<file path="config.mk">
export PLATFORM = sky130hd
export DESIGN_NAME = conv_result_calc
export DESIGN_NICKNAME = d
export VERILOG_FILES = /design/src/rtl/conv_result_calc.sv
export SDC_FILE = /design/constraint.sdc
export NUM_CORES = 1
export LEC_CHECK = 0
export BUFFER_PORTS_ARGS = -buffer_cell sky130_fd_sc_hd__buf_2
export CAP_MARGIN = 0
export CORE_MARGIN = 3
export CORE_UTILIZATION = 55
export DETAILED_ROUTE_END_ITERATION = 10
export PLACE_DENSITY = 0.79
export RECOVER_POWER = 50
export SYNTH_ARGS = -nofsm -noshare
export SYNTH_HDL_FRONTEND = slang
export SYNTH_SLANG_ARGS = --single-unit
</file>
<file path="constraint.sdc">
create_clock -name clk -period 6.2 [get_ports clk]
set_input_delay 1.55 -clock clk [delete_from_list [all_inputs] [get_ports clk]]
set_output_delay 1.55 -clock clk [all_outputs]
set_load 0.03 [all_outputs]
</file>
<file path="src/rtl/conv_result_calc.sv">
// Multi-slope converter result calculator: shift-add weighted sum per conversion, averaged over 2^AVG_LOG2 samples.
// Optional macro CONV_SAT_OUT_EN clamps out_data to the signed 32-bit range and flags overrun on clamp.
module conv_result_calc #(
  parameter int AVG_LOG2 = 2,
  parameter int OUT_W    = 48
) (
  input  logic             clk,
  input  logic             rst,
  input  logic             sample_stb,
  input  logic [31:0]      pwm_pa,
  input  logic [31:0]      pwm_na,
  input  logic [11:0]      rundown,
  input  logic [7:0]       n64,
  input  logic [7:0]       p8,
  input  logic [7:0]       n1,
  input  logic [2:0]       err_code,
  input  logic             clr,
  output logic             busy,
  output logic [OUT_W-1:0] out_data,
  output logic             out_valid,
  input  logic             out_ready,
  output logic [7:0]       err_cnt,
  output logic             overrun
);

  localparam int ACC_W = OUT_W + AVG_LOG2;
  localparam int CNT_W = AVG_LOG2 + 1;
  localparam logic [CNT_W-1:0] CNT_LAST = CNT_W'((1 << AVG_LOG2) - 1);
`ifdef CONV_SAT_OUT_EN
  localparam logic signed [OUT_W-1:0] SAT_MAX = OUT_W'(64'sd2147483647);
  localparam logic signed [OUT_W-1:0] SAT_MIN = OUT_W'(-64'sd2147483648);
`endif

  typedef enum logic [1:0] {IDLE, CALC, ACCUM, OUT} state_e;

  state_e                   state_q, state_d;
  logic [2:0]               idx_q, idx_d;
  logic [31:0]              pa_q, pa_d, na_q, na_d;
  logic [11:0]              rd_q, rd_d;
  logic [7:0]               n64_q, n64_d, p8_q, p8_d, n1_q, n1_d;
  logic signed [OUT_W-1:0]  sample_q, sample_d;
  logic signed [ACC_W-1:0]  acc_q, acc_d;
  logic [CNT_W-1:0]         cnt_q, cnt_d;
  logic                     busy_q, busy_d;
  logic [OUT_W-1:0]         out_data_q, out_data_d;
  logic                     out_valid_q, out_valid_d;
  logic [7:0]               err_cnt_q, err_cnt_d;
  logic                     overrun_q, overrun_d;

  logic signed [32:0]       diff;
  logic [OUT_W-1:0]         term;
  logic signed [ACC_W-1:0]  acc_shr;
  logic signed [OUT_W-1:0]  avg;
  logic signed [OUT_W-1:0]  load_val;
  logic                     clamp;

  // One weighted term per CALC cycle; subtracted terms are negated here so the adder only adds.
  always_comb begin
    diff = $signed({1'b0, pa_q}) - $signed({1'b0, na_q});
    case (idx_q)
      3'd0:    term = OUT_W'(diff) << 9;
      3'd1:    term = -(OUT_W'(rd_q) << 9);
      3'd2:    term = OUT_W'(n64_q) << 6;
      3'd3:    term = -(OUT_W'(p8_q) << 3);
      3'd4:    term = OUT_W'(n1_q);
      default: term = '0;
    endcase
  end

  always_comb begin
    acc_shr = acc_q >>> AVG_LOG2;
    avg     = OUT_W'(acc_shr);
`ifdef CONV_SAT_OUT_EN
    load_val = avg;
    clamp    = 1'b0;
    if (avg > SAT_MAX) begin
      load_val = SAT_MAX;
      clamp    = 1'b1;
    end else if (avg < SAT_MIN) begin
      load_val = SAT_MIN;
      clamp    = 1'b1;
    end
`else
    load_val = avg;
    clamp    = 1'b0;
`endif
  end

  always_comb begin
    // NOTE: every _d gets its hold value first so no path through this block can infer a latch.
    state_d     = state_q;
    idx_d       = idx_q;
    pa_d        = pa_q;
    na_d        = na_q;
    rd_d        = rd_q;
    n64_d       = n64_q;
    p8_d        = p8_q;
    n1_d        = n1_q;
    sample_d    = sample_q;
    acc_d       = acc_q;
    cnt_d       = cnt_q;
    busy_d      = busy_q;
    out_data_d  = out_data_q;
    out_valid_d = out_valid_q;
    err_cnt_d   = err_cnt_q;
    overrun_d   = overrun_q;

    if (out_valid_q && out_ready) out_valid_d = 1'b0;

    if (clr) begin
      acc_d     = '0;
      cnt_d     = '0;
      err_cnt_d = '0;
      overrun_d = 1'b0;
      busy_d    = 1'b0;
      state_d   = IDLE;
    end else begin
      // A strobe arriving mid-computation is lost, never queued.
      if (sample_stb && state_q != IDLE) overrun_d = 1'b1;
      case (state_q)
        IDLE: begin
          if (sample_stb) begin
            if (err_code != 3'd0) begin
              if (err_cnt_q != 8'hFF) err_cnt_d = err_cnt_q + 8'd1;
            end else begin
              pa_d     = pwm_pa;
              na_d     = pwm_na;
              rd_d     = rundown;
              n64_d    = n64;
              p8_d     = p8;
              n1_d     = n1;
              sample_d = '0;
              idx_d    = 3'd0;
              busy_d   = 1'b1;
              state_d  = CALC;
            end
          end
        end
        CALC: begin
          sample_d = sample_q + term;
          idx_d    = idx_q + 3'd1;
          if (idx_q == 3'd5) state_d = ACCUM;
        end
        ACCUM: begin
          acc_d = acc_q + ACC_W'(sample_q);
          cnt_d = cnt_q + 1'b1;
          if (cnt_q == CNT_LAST) begin
            state_d = OUT;
          end else begin
            busy_d  = 1'b0;
            state_d = IDLE;
          end
        end
        OUT: begin
          if (!out_valid_q || out_ready) begin
            out_data_d  = load_val;
            out_valid_d = 1'b1;
            if (clamp) overrun_d = 1'b1;
          end else begin
            overrun_d = 1'b1;
          end
          acc_d   = '0;
          cnt_d   = '0;
          busy_d  = 1'b0;
          state_d = IDLE;
        end
        default: state_d = IDLE;
      endcase
    end
  end

  // NOTE: non-blocking assignments only, so every flop samples pre-edge values regardless of block order.
  always_ff @(posedge clk or negedge rst) begin
    if (!rst) begin
      state_q     <= IDLE;
      idx_q       <= '0;
      pa_q        <= '0;
      na_q        <= '0;
      rd_q        <= '0;
      n64_q       <= '0;
      p8_q        <= '0;
      n1_q        <= '0;
      sample_q    <= '0;
      acc_q       <= '0;
      cnt_q       <= '0;
      busy_q      <= 1'b0;
      out_data_q  <= '0;
      out_valid_q <= 1'b0;
      err_cnt_q   <= '0;
      overrun_q   <= 1'b0;
    end else begin
      state_q     <= state_d;
      idx_q       <= idx_d;
      pa_q        <= pa_d;
      na_q        <= na_d;
      rd_q        <= rd_d;
      n64_q       <= n64_d;
      p8_q        <= p8_d;
      n1_q        <= n1_d;
      sample_q    <= sample_d;
      acc_q       <= acc_d;
      cnt_q       <= cnt_d;
      busy_q      <= busy_d;
      out_data_q  <= out_data_d;
      out_valid_q <= out_valid_d;
      err_cnt_q   <= err_cnt_d;
      overrun_q   <= overrun_d;
    end
  end

  assign busy      = busy_q;
  assign out_data  = out_data_q;
  assign out_valid = out_valid_q;
  assign err_cnt   = err_cnt_q;
  assign overrun   = overrun_q;

endmodule

</file>
==> out/metrics.yaml, run 1 <==
global_routing:
  grt_start_max_net_pins: 180
  top_usage_layer: "met2"
  grt_use_met1_pct: 36.80
  grt_util_met3_pct: 3.059
  overflow: 0
  gr-usage-met2_pct: 38.69
  antenna_found_initial: 0
  grt_pass1_vias: 13950
  grt_pass1_wl_microns: 69950
  grt_use_total_pct: 24.60
synthesis:
  seq_area_frac_synth_pct: 37.86
  syn_area_per_cell_sq_um: 9.598
  synth_edf_count: 0
  synth-adder-area-share_pct: 10.34
  synthSimpleGateAreaFrac_pct: 11.28
  synthFlopType: "dfrtp_1"
  async_flop_share_pct: 100.0
  ys_types: 75
  synth_area_sq_mm: 0.01752
  ys_seq_elements: 265
  synth_compound_area_share_pct: 20.87
  synth_top_family_by_area: "compound AO/OA/AOI/OAI gates"
  yosys.area_share.xor_xnor_pct: 6.450
  synthesis.nets: 2076
  synth_warnings: 0
  postSynthCellCount: 1825
  synthMuxAreaShare_pct: 9.800
timing:
  period_minus_slack_ns: 5.210
  skew_ns: 0.01718
  rsz0062_at_grt: "no"
  fin_setup_tns_ns: 0
  whs_ns: 0.4988
  fmaxAchievable_ghz: 0.1919
  min_period_over_period_pct: 84.03
  drv_slew: 349
  setup-violations-final: 0
  relSlewSlack_pct: -122.6
  finalHoldViolations: 0
  worst_slew_pin_slew_ns: 3.339
layout:
  final_nets: 2201
  fill_cells: 2526
  multiInputGateArea_sq_mm: 0.01030
  final-seq-area_sq_mm: 0.006631
  area_growth_pct: 12.19
  diodes: 0
  most-common-layout-cells: "dfrtp_1 (265), o21ai_0 (169), nand2_1 (166)"
  final_common_cell: "dfrtp_1"
  fin_area_sq_mm: 0.01965
  drive_above_1_share_pct: 19.89
run_status:
  status: "finished with violations"
  violations: "max-capacitance violations, max-slew violations"
route:
  via_per_inst: 5.955
  ant_nets: 0
  wl_per_cell_microns: 17.74
  wl_microns: 42000
  drc_errors: 0
  first_pass_iters: 5
  vias: 14100
  drtIter0Drc: 1000
place:
  dpl-instance-area_sq_mm: 0.01865
  place.gp.congestion: 0.9487
  numPortBuffers: 166
  dp.final_hpwl_microns: 31630
setup_path:
  critPathKind: "flop to flop"
  cp_num_buf_inv: 1
  end_kind: "flop"
  slowest_delay_ns: 0.49
  cp-start-kind: "flop"
  cpMostUsedCell: "o21ai_0"
  worstPathCellList: "inv_1 -> ha_1 -> nor2b_1 -> o21ai_0 -> a21boi_0 -> o21ai_0 -> a21oi_1 -> a21oi_1 -> o21ai_0 -> a21oi_1 -> xor2_1 -> o221ai_1 -> ha_1 -> nand4_1 -> nand2b_1 -> a21oi_1 -> o21a_1 -> a211oi_1 -> o21ai_0 -> a211oi_1 -> o22a_1 -> xnor2_1 -> o21ai_0"
  cp.required_ns: 6.61
  crit_slowest_cell: "ha_1"
  cp.arrival_ns: 5.62
  cp_max_fo: 8
  cpLargestDelayFamily: "compound AO/OA/AOI/OAI gates"
power:
  irDropWorstVdd_v: 0.0002730
  leakage_uw: 0.009815
  power_density_mw_per_mm2: 438.9
  finalPower_uw: 8625
clocking:
  clock_latency_ns: 0.56
  cts_tree: "yes"
  root_buffer: "clkbuf_16"
  cts_setup_buffers: 0
  cts_max_level: 1
  cts_hold_buf: 0
  clkSinkCount: 265
  post_cts_resized: 0
  clockBufferDepth: 3
  clk_pin_slew_ns: 0.06
  cts_buffers: 29
die:
  die_h_microns: 184.5
  start_util_pct: 56.52
  core-area_sq_mm: 0.03099
  dieArea_sq_mm: 0.03403
  row_count: 64
  die_x_microns: 184.5
  io_pins: 167
job:
  maxCapViolCount: 4
min_path:
  hp-class: "flop to flop"
-- path summary, 6_finish.rpt --
check	endpoint	start	slack (ns)	cells after the start
max	sample_q[45]$_DFFE_PN0P_	na_q[1]$_DFFE_PN0P_	0.99	23
max in group asynchronous	acc_q[46]$_DFFE_PN0P_	rst	1.28	2
min in group asynchronous	na_q[0]$_DFFE_PN0P_	rst	2.11	1
max reg2reg	sample_q[45]$_DFFE_PN0P_	na_q[1]$_DFFE_PN0P_	0.99	23
min reg2reg	out_data[8]$_DFFE_PN0P_	out_data[8]$_DFFE_PN0P_	0.50	1
min	out_data[8]$_DFFE_PN0P_	out_data[8]$_DFFE_PN0P_	0.50	1
-- synthesized netlist by cell type (23+ instances only) --
cell      number  area share [%]
a21o_1        84             3.6
a21oi_1      120             3.4
clkbuf_1      75             1.6
dfrtp_1      265              38
ha_1         140              10
inv_1         76             1.6
mux2_2       148             9.5
nand2_1      167             3.6
nand3_1       27            0.77
nand4_1       26            0.93
nor2_1        67             1.4
nor3_1        26            0.74
o21ai_0      169             4.8
o21bai_1      23            0.99
xnor2_1       74             3.7
xor2_1        55             2.7
-- layout make-up --
type	count	area share, %
multi-input cells	1402	52.44
flip-flops and latches	265	33.74
repair buffers	176	4.546
clock buffers	35	3.909
well taps	396	2.521
inverters	76	1.452
clock inverters	17	1.394
-- power by group --
group	switching [uW]	internal (uW)
sequential	309	2010
clock	713	1170
combinational	2560	1860
-- routing by layer --
layer	share of wire [%]	vias up
met5	0	-
met1	48	6692
li1	-	6902
met3	6.3	60
met4	1.8	0
met2	44	441
-- kinds of logic (layout without fill, tap and decap cells) --
logic type | Yosys count | count (layout)
AOI/OAI and AO/OA | 563 | 563
xor gates and xnor gates | 129 | 129
adders and majority gates | 143 | 143
buffers and inverters | 158 | 304
DFF | 265 | 265
muxes | 153 | 153
and+or+nand+nor | 414 | 414
-- flip-flops by register name, indices dropped and copies added (netlist names) --
signal	cells
acc_q	50
n1_q	8
err_cnt	8
p8_q	8
sample_q	48
pa_q	32
busy	1
overrun	1
na_q	32
state_q	2
idx_q	3
cnt_q	3
n64_q	8
rd_q	12
out_data	48
out_valid	1
-- metrics by stage --
step	instances	utilization (%)	setup slack (ns)
after global placement	2315	60.19	1.214
after floorplan	1825	-	1.721
final	2367	63.42	0.9899
after CTS	2367	63.55	1.054
after global routing	2367	63.42	0.4354
after detailed placement	2315	60.19	1.111
(Power assumes the default switching activity.)
==> inputs of run 2 (changes only) <==
==> constraint.sdc (replaced) <==
create_clock -name clk -period 5.45 [get_ports clk]
set_input_delay 1.3625 -clock clk [delete_from_list [all_inputs] [get_ports clk]]
set_output_delay 1.3625 -clock clk [all_outputs]
set_load 0.03 [all_outputs]
==> out/metrics.yaml, run 2 (same netlist as run 1, synthesis figures left out) <==
die:
  row_count: 64
  die_x_microns: 184.5
  start_util_pct: 56.52
  core-area_sq_mm: 0.03099
  die_h_microns: 184.5
  io_pins: 167
  dieArea_sq_mm: 0.03403
layout:
  most-common-layout-cells: "dfrtp_1 (265), o21ai_0 (168), nand2_1 (166)"
  largest_register_ffs: 50
  area_growth_pct: 12.09
  drive_above_1_share_pct: 19.99
  regMostFlops: "acc_q"
  final_core_utilization_pct: 63.36
  final_nets: 2205
  final_common_cell: "dfrtp_1"
  diodes: 0
  fin_area_sq_mm: 0.01963
setup_path:
  worstSetupStartpoint: "pa_q[15]$_DFFE_PN0P_"
  critPathKind: "flop to flop"
  cp.arrival_ns: 5.50
  r2r-start: "pa_q[15]$_DFFE_PN0P_"
  end_kind: "flop"
  cp_max_fo: 8
  cp.required_ns: 5.92
  cp-start-kind: "flop"
power:
  irDropWorstVdd_v: 0.0002923
  power_density_mw_per_mm2: 491.5
  p_sw_share_pct: 41.83
  finalPower_uw: 9651
  switching_power_uw: 4037
  pwr-share-comb_pct: 52.1
  p_seq_share_pct: 27.3
  leakage_uw: 0.009813
  intPower_uw: 5614
  clockPowerShare_pct: 20.6
job:
  maxCapViolCount: 3
run_status:
  status: "finished with violations"
  violations: "max-capacitance violations, max-slew violations"
route:
  drtIter0Drc: 1007
  first_pass_iters: 6
  drc_errors: 0
  vias: 14040
  wl_microns: 41100
  wl_per_cell_microns: 17.33
  ant_nets: 0
  via_per_inst: 5.917
clocking:
  cts_max_level: 1
  clockBufferDepth: 3
  root_buffer: "clkbuf_16"
  clkSinkCount: 265
  clock_latency_ns: 0.56
  cts_buffers: 29
  cts_tree: "yes"
  clk_pin_slew_ns: 0.06
  cts_hold_buf: 0
timing:
  fmaxAchievable_ghz: 0.1989
  fin_setup_tns_ns: 0
  finalHoldViolations: 0
  drv_slew: 193
  worst_slew_pin_slew_ns: 3.887
  relSlewSlack_pct: -159.1
  period_minus_slack_ns: 5.027
  min_period_over_period_pct: 92.24
  rsz0062_at_grt: "no"
  whs_ns: 0.5003
  setup-violations-final: 0
  skew_ns: 0.01737
global_routing:
  antenna_found_initial: 0
  grt_pass1_vias: 13680
  grt_use_total_pct: 23.99
  overflow: 0
  grt_start_max_net_pins: 88
  grt_pass1_wl_microns: 68170
place:
  dpl-instance-area_sq_mm: 0.01868
  dp.final_hpwl_microns: 31520
  place.gp.congestion: 0.9683
  numPortBuffers: 166
min_path:
  holdCritStartpoint: "out_data[43]$_DFFE_PN0P_"
  hp-class: "flop to flop"
[run 2: final cells by class]
class | count | area [sq um]
well taps | 396 | 495.5
inverters | 76 | 285.3
clock buffers | 40 | 787.0
repair buffers | 180 | 942.2
fillers | 2584 | 11360
clock inverters | 13 | 175.2
multi-input cells | 1402 | 10320
flip-flops and latches | 265 | 6631
[run 2: final timing paths]
path                                             to  depth (start not counted)  slack (ns)
max in group asynchronous  out_data[17]$_DFFE_PN0P_                          2        0.84
min reg2reg                out_data[43]$_DFFE_PN0P_                          1        0.50
max                        sample_q[45]$_DFFE_PN0P_                         21        0.42
max reg2reg                sample_q[45]$_DFFE_PN0P_                         21        0.42
min in group asynchronous       p8_q[4]$_DFFE_PN0P_                          1        2.27
min                        out_data[43]$_DFFE_PN0P_                          1        0.50
[run 2: what timing repair did]
| item | 4_1_cts | 5_1_grt |
|---|---|---|
| endpoints found under the setup margin | 0 | 3 |
| gates resized for setup | 0 | 3 |
| buffers inserted | 0 | 1 |
[run 2: power by group through the flow]
stage / combinational [uW] / clock [uW] / sequential, uW
finish: 5020 / 1990 / 2640
global route: 5630 / 2110 / 2670
CTS: 4950 / 2030 / 2630
detailed placement: 4920 / 0 / 2660
global placement: 4860 / 0 / 2640
floorplan: 3930 / 0 / 2500
[run 2: routing by layer]
metal,track usage (%),vias up,part of all wire (%)
met5,0,-,0
li1,-,6920,-
met2,36.60,390,43
met4,5.383,0,1.9
met1,36.82,6663,49
met3,2.783,63,5.5
[run 2: critical path, cell delays in order, from the launching register on]
cell and delay, ns:
dfrtp_1 0.39, ha_1 0.39, a21oi_1 0.14, o21ai_0 0.16
a221oi_1 0.34, o31ai_1 0.18, o41ai_2 0.58, nor2_1 0.12
a221o_1 0.34, a21oi_1 0.17, xor2_1 0.20, o21ai_1 0.09
ha_1 0.42, nor2b_1 0.17, o21ai_0 0.14, nand2b_1 0.09
a21oi_1 0.16, o21ai_0 0.11, or3_1 0.31, o22a_1 0.17
xnor2_1 0.12, o21ai_0 0.15
[run 2: stage by stage]
step / instances / setup slack [ns]
final: 2372 / 0.4231
after global routing: 2372 / 0.01469
after CTS: 2371 / 0.3937
after detailed placement: 2318 / 0.4272
after global placement: 2318 / 0.5322
after floorplan: 1825 / 0.9712
==> inputs of run 3 (changes only) <==
--- a/config.mk
+++ b/config.mk
@@ -10,6 +10,7 @@
 export CORE_MARGIN = 3
 export CORE_UTILIZATION = 55
 export DETAILED_ROUTE_END_ITERATION = 10
+export MAX_ROUTING_LAYER = met4
 export PLACE_DENSITY = 0.79
 export RECOVER_POWER = 50
 export SYNTH_ARGS = -nofsm -noshare
==> out/metrics.yaml, run 3 (same netlist as run 1, synthesis figures left out) <==
layout:
  multiInputGateArea_sq_mm: 0.01033
  area_growth_pct: 12.66
  diodes: 0
  final-seq-area_sq_mm: 0.006631
  fin_cells: 2371
  largest_register_ffs: 50
  fill_cells: 2565
  regMostFlops: "acc_q"
  most-common-layout-cells: "dfrtp_1 (265), o21ai_0 (168), nand2_1 (166)"
  drive_above_1_share_pct: 20.25
  final_nets: 2205
  final_common_cell: "dfrtp_1"
die:
  row_count: 64
  core-area_sq_mm: 0.03099
  start_util_pct: 56.52
  dieArea_sq_mm: 0.03403
  die_x_microns: 184.5
  io_pins: 167
  die_h_microns: 184.5
job:
  maxCapViolCount: 4
setup_path:
  worstPathCellList: "ha_1 -> and2_1 -> and3_1 -> a221oi_1 -> o31ai_1 -> o41ai_4 -> nor2_1 -> a21o_1 -> a21oi_1 -> xor2_1 -> o21ai_0 -> ha_1 -> a21o_1 -> a21o_1 -> a21oi_1 -> o221ai_1 -> a21oi_1 -> o21ai_0 -> a21o_1 -> mux2i_1"
  cp.arrival_ns: 5.52
  end_kind: "flop"
  slowest_delay_ns: 0.48
  cp.required_ns: 5.88
  cpMostUsedCell: "a21o_1"
  cp-start-kind: "flop"
  cp_num_buf_inv: 0
  critPathKind: "flop to flop"
  cpLargestDelayFamily: "compound AO/OA/AOI/OAI gates"
  cp_max_fo: 8
  crit_slowest_cell: "o41ai_4"
timing:
  worst_slew_pin_slew_ns: 2.879
  min_period_over_period_pct: 93.37
  fin_setup_tns_ns: 0
  relSlewSlack_pct: -91.94
  fmaxAchievable_ghz: 0.1965
  drv_slew: 255
  skew_ns: 0.01731
  finalHoldViolations: 0
  period_minus_slack_ns: 5.089
  rsz0062_at_grt: "no"
  setup-violations-final: 0
  setup_ws_ns: 0.3613
clocking:
  clk_pin_slew_ns: 0.06
  cts_tree: "yes"
  cts_buffers: 30
  root_buffer: "clkbuf_16"
  clockBufferDepth: 3
  cts_setup_buffers: 0
  clock_latency_ns: 0.56
  clkSinkCount: 265
  cts_max_level: 1
  cts_hold_buf: 0
power:
  leakage_uw: 0.009828
  power_density_mw_per_mm2: 498.3
  irDropWorstVdd_v: 0.0003184
global_routing:
  overflow: 0
  grt_pass1_vias: 13690
  grt_use_total_pct: 25.21
  antenna_found_initial: 0
  grt_start_max_net_pins: 117
  grt_pass1_wl_microns: 69260
route:
  via_per_inst: 5.927
  vias: 14050
  wl_microns: 41540
  drtIter0Drc: 978
  ant_nets: 0
  wl_per_cell_microns: 17.52
  drc_errors: 0
  first_pass_iters: 7
min_path:
  hp-class: "flop to flop"
place:
  dp_cells: 2318
  place.gp.congestion: 0.9811
  dp.final_hpwl_microns: 31370
  pre_cts_ws_ns: 0.4465
  numPortBuffers: 166
run_status:
  violations: "max-capacitance violations, max-slew violations"
  status: "finished with violations"
[run 3: worst paths after layout]
kind	start	to	slack, ns	depth (start not counted)
worst min register to register	cnt_q[2]$_DFFE_PN0P_	cnt_q[2]$_DFFE_PN0P_	0.48	2
worst min-delay path	cnt_q[2]$_DFFE_PN0P_	cnt_q[2]$_DFFE_PN0P_	0.48	2
max in group asynchronous	rst	out_data[41]$_DFFE_PN0P_	1.13	2
worst max register to register	pa_q[18]$_DFFE_PN0P_	sample_q[44]$_DFFE_PN0P_	0.36	20
worst max-delay path	pa_q[18]$_DFFE_PN0P_	sample_q[44]$_DFFE_PN0P_	0.36	20
min in group asynchronous	rst	p8_q[4]$_DFFE_PN0P_	1.70	1
[run 3: cell type report]
cell class | count | share of cell area, %
Sequential cell | 265 | 33.60
Clock buffer | 36 | 4.071
Multi-Input combinational cell | 1402 | 52.37
Tap cell | 396 | 2.511
Inverter | 76 | 1.446
Timing Repair Buffer | 179 | 4.667
Clock inverter | 17 | 1.338
[run 3: per-stage QoR]
| stage | total power, uW | area [sq um] | utilization (%) | hold WS, ns |
|---|---|---|---|---|
| floorplan | 6437 | 17520 | - | 0.4498 |
| global placement | 7515 | 18680 | 60.26 | 0.4644 |
| detailed placement | 7585 | 18680 | 60.26 | 0.4809 |
| CTS | 9795 | 19740 | 63.71 | 0.4950 |
| global route | 10590 | 19730 | 63.68 | 0.5174 |
| finish | 9833 | 19730 | 63.68 | 0.4836 |
[run 3: layer usage]
metal  GRT usage [%]  share of wire [%]  vias to the layer above
met5               -                  0                        -
met4           5.927                2.2                        0
met3           2.467                4.8                       63
met2           37.81                 44                      374
met1           37.18                 49                     6713
li1                -                  -                     6902
[run 3: report_power, final]
part           internal [uW]  switching, uW  total [uW]
combinational           2130           2910        5040
clock                   1330            817        2150
sequential              2290            358        2650
[run 3: repair_timing]
| action | CTS | global route |
|---|---|---|
| endpoints found under the hold margin | 0 | 0 |
| gates resized for setup | 0 | 6 |
| setup endpoints to repair | 0 | 8 |
[run 3: worst register-to-register path: stages (launching register included)]
cell and delay, ns:
dfrtp_1 0.38, ha_1 0.37, and2_1 0.21, and3_1 0.18, a221oi_1 0.34, o31ai_1 0.24
o41ai_4 0.48, nor2_1 0.12, a21o_1 0.19, a21oi_1 0.21, xor2_1 0.17, o21ai_0 0.13
ha_1 0.45, a21o_1 0.21, a21o_1 0.17, a21oi_1 0.19, o221ai_1 0.14, a21oi_1 0.27
o21ai_0 0.18, a21o_1 0.22, mux2i_1 0.11
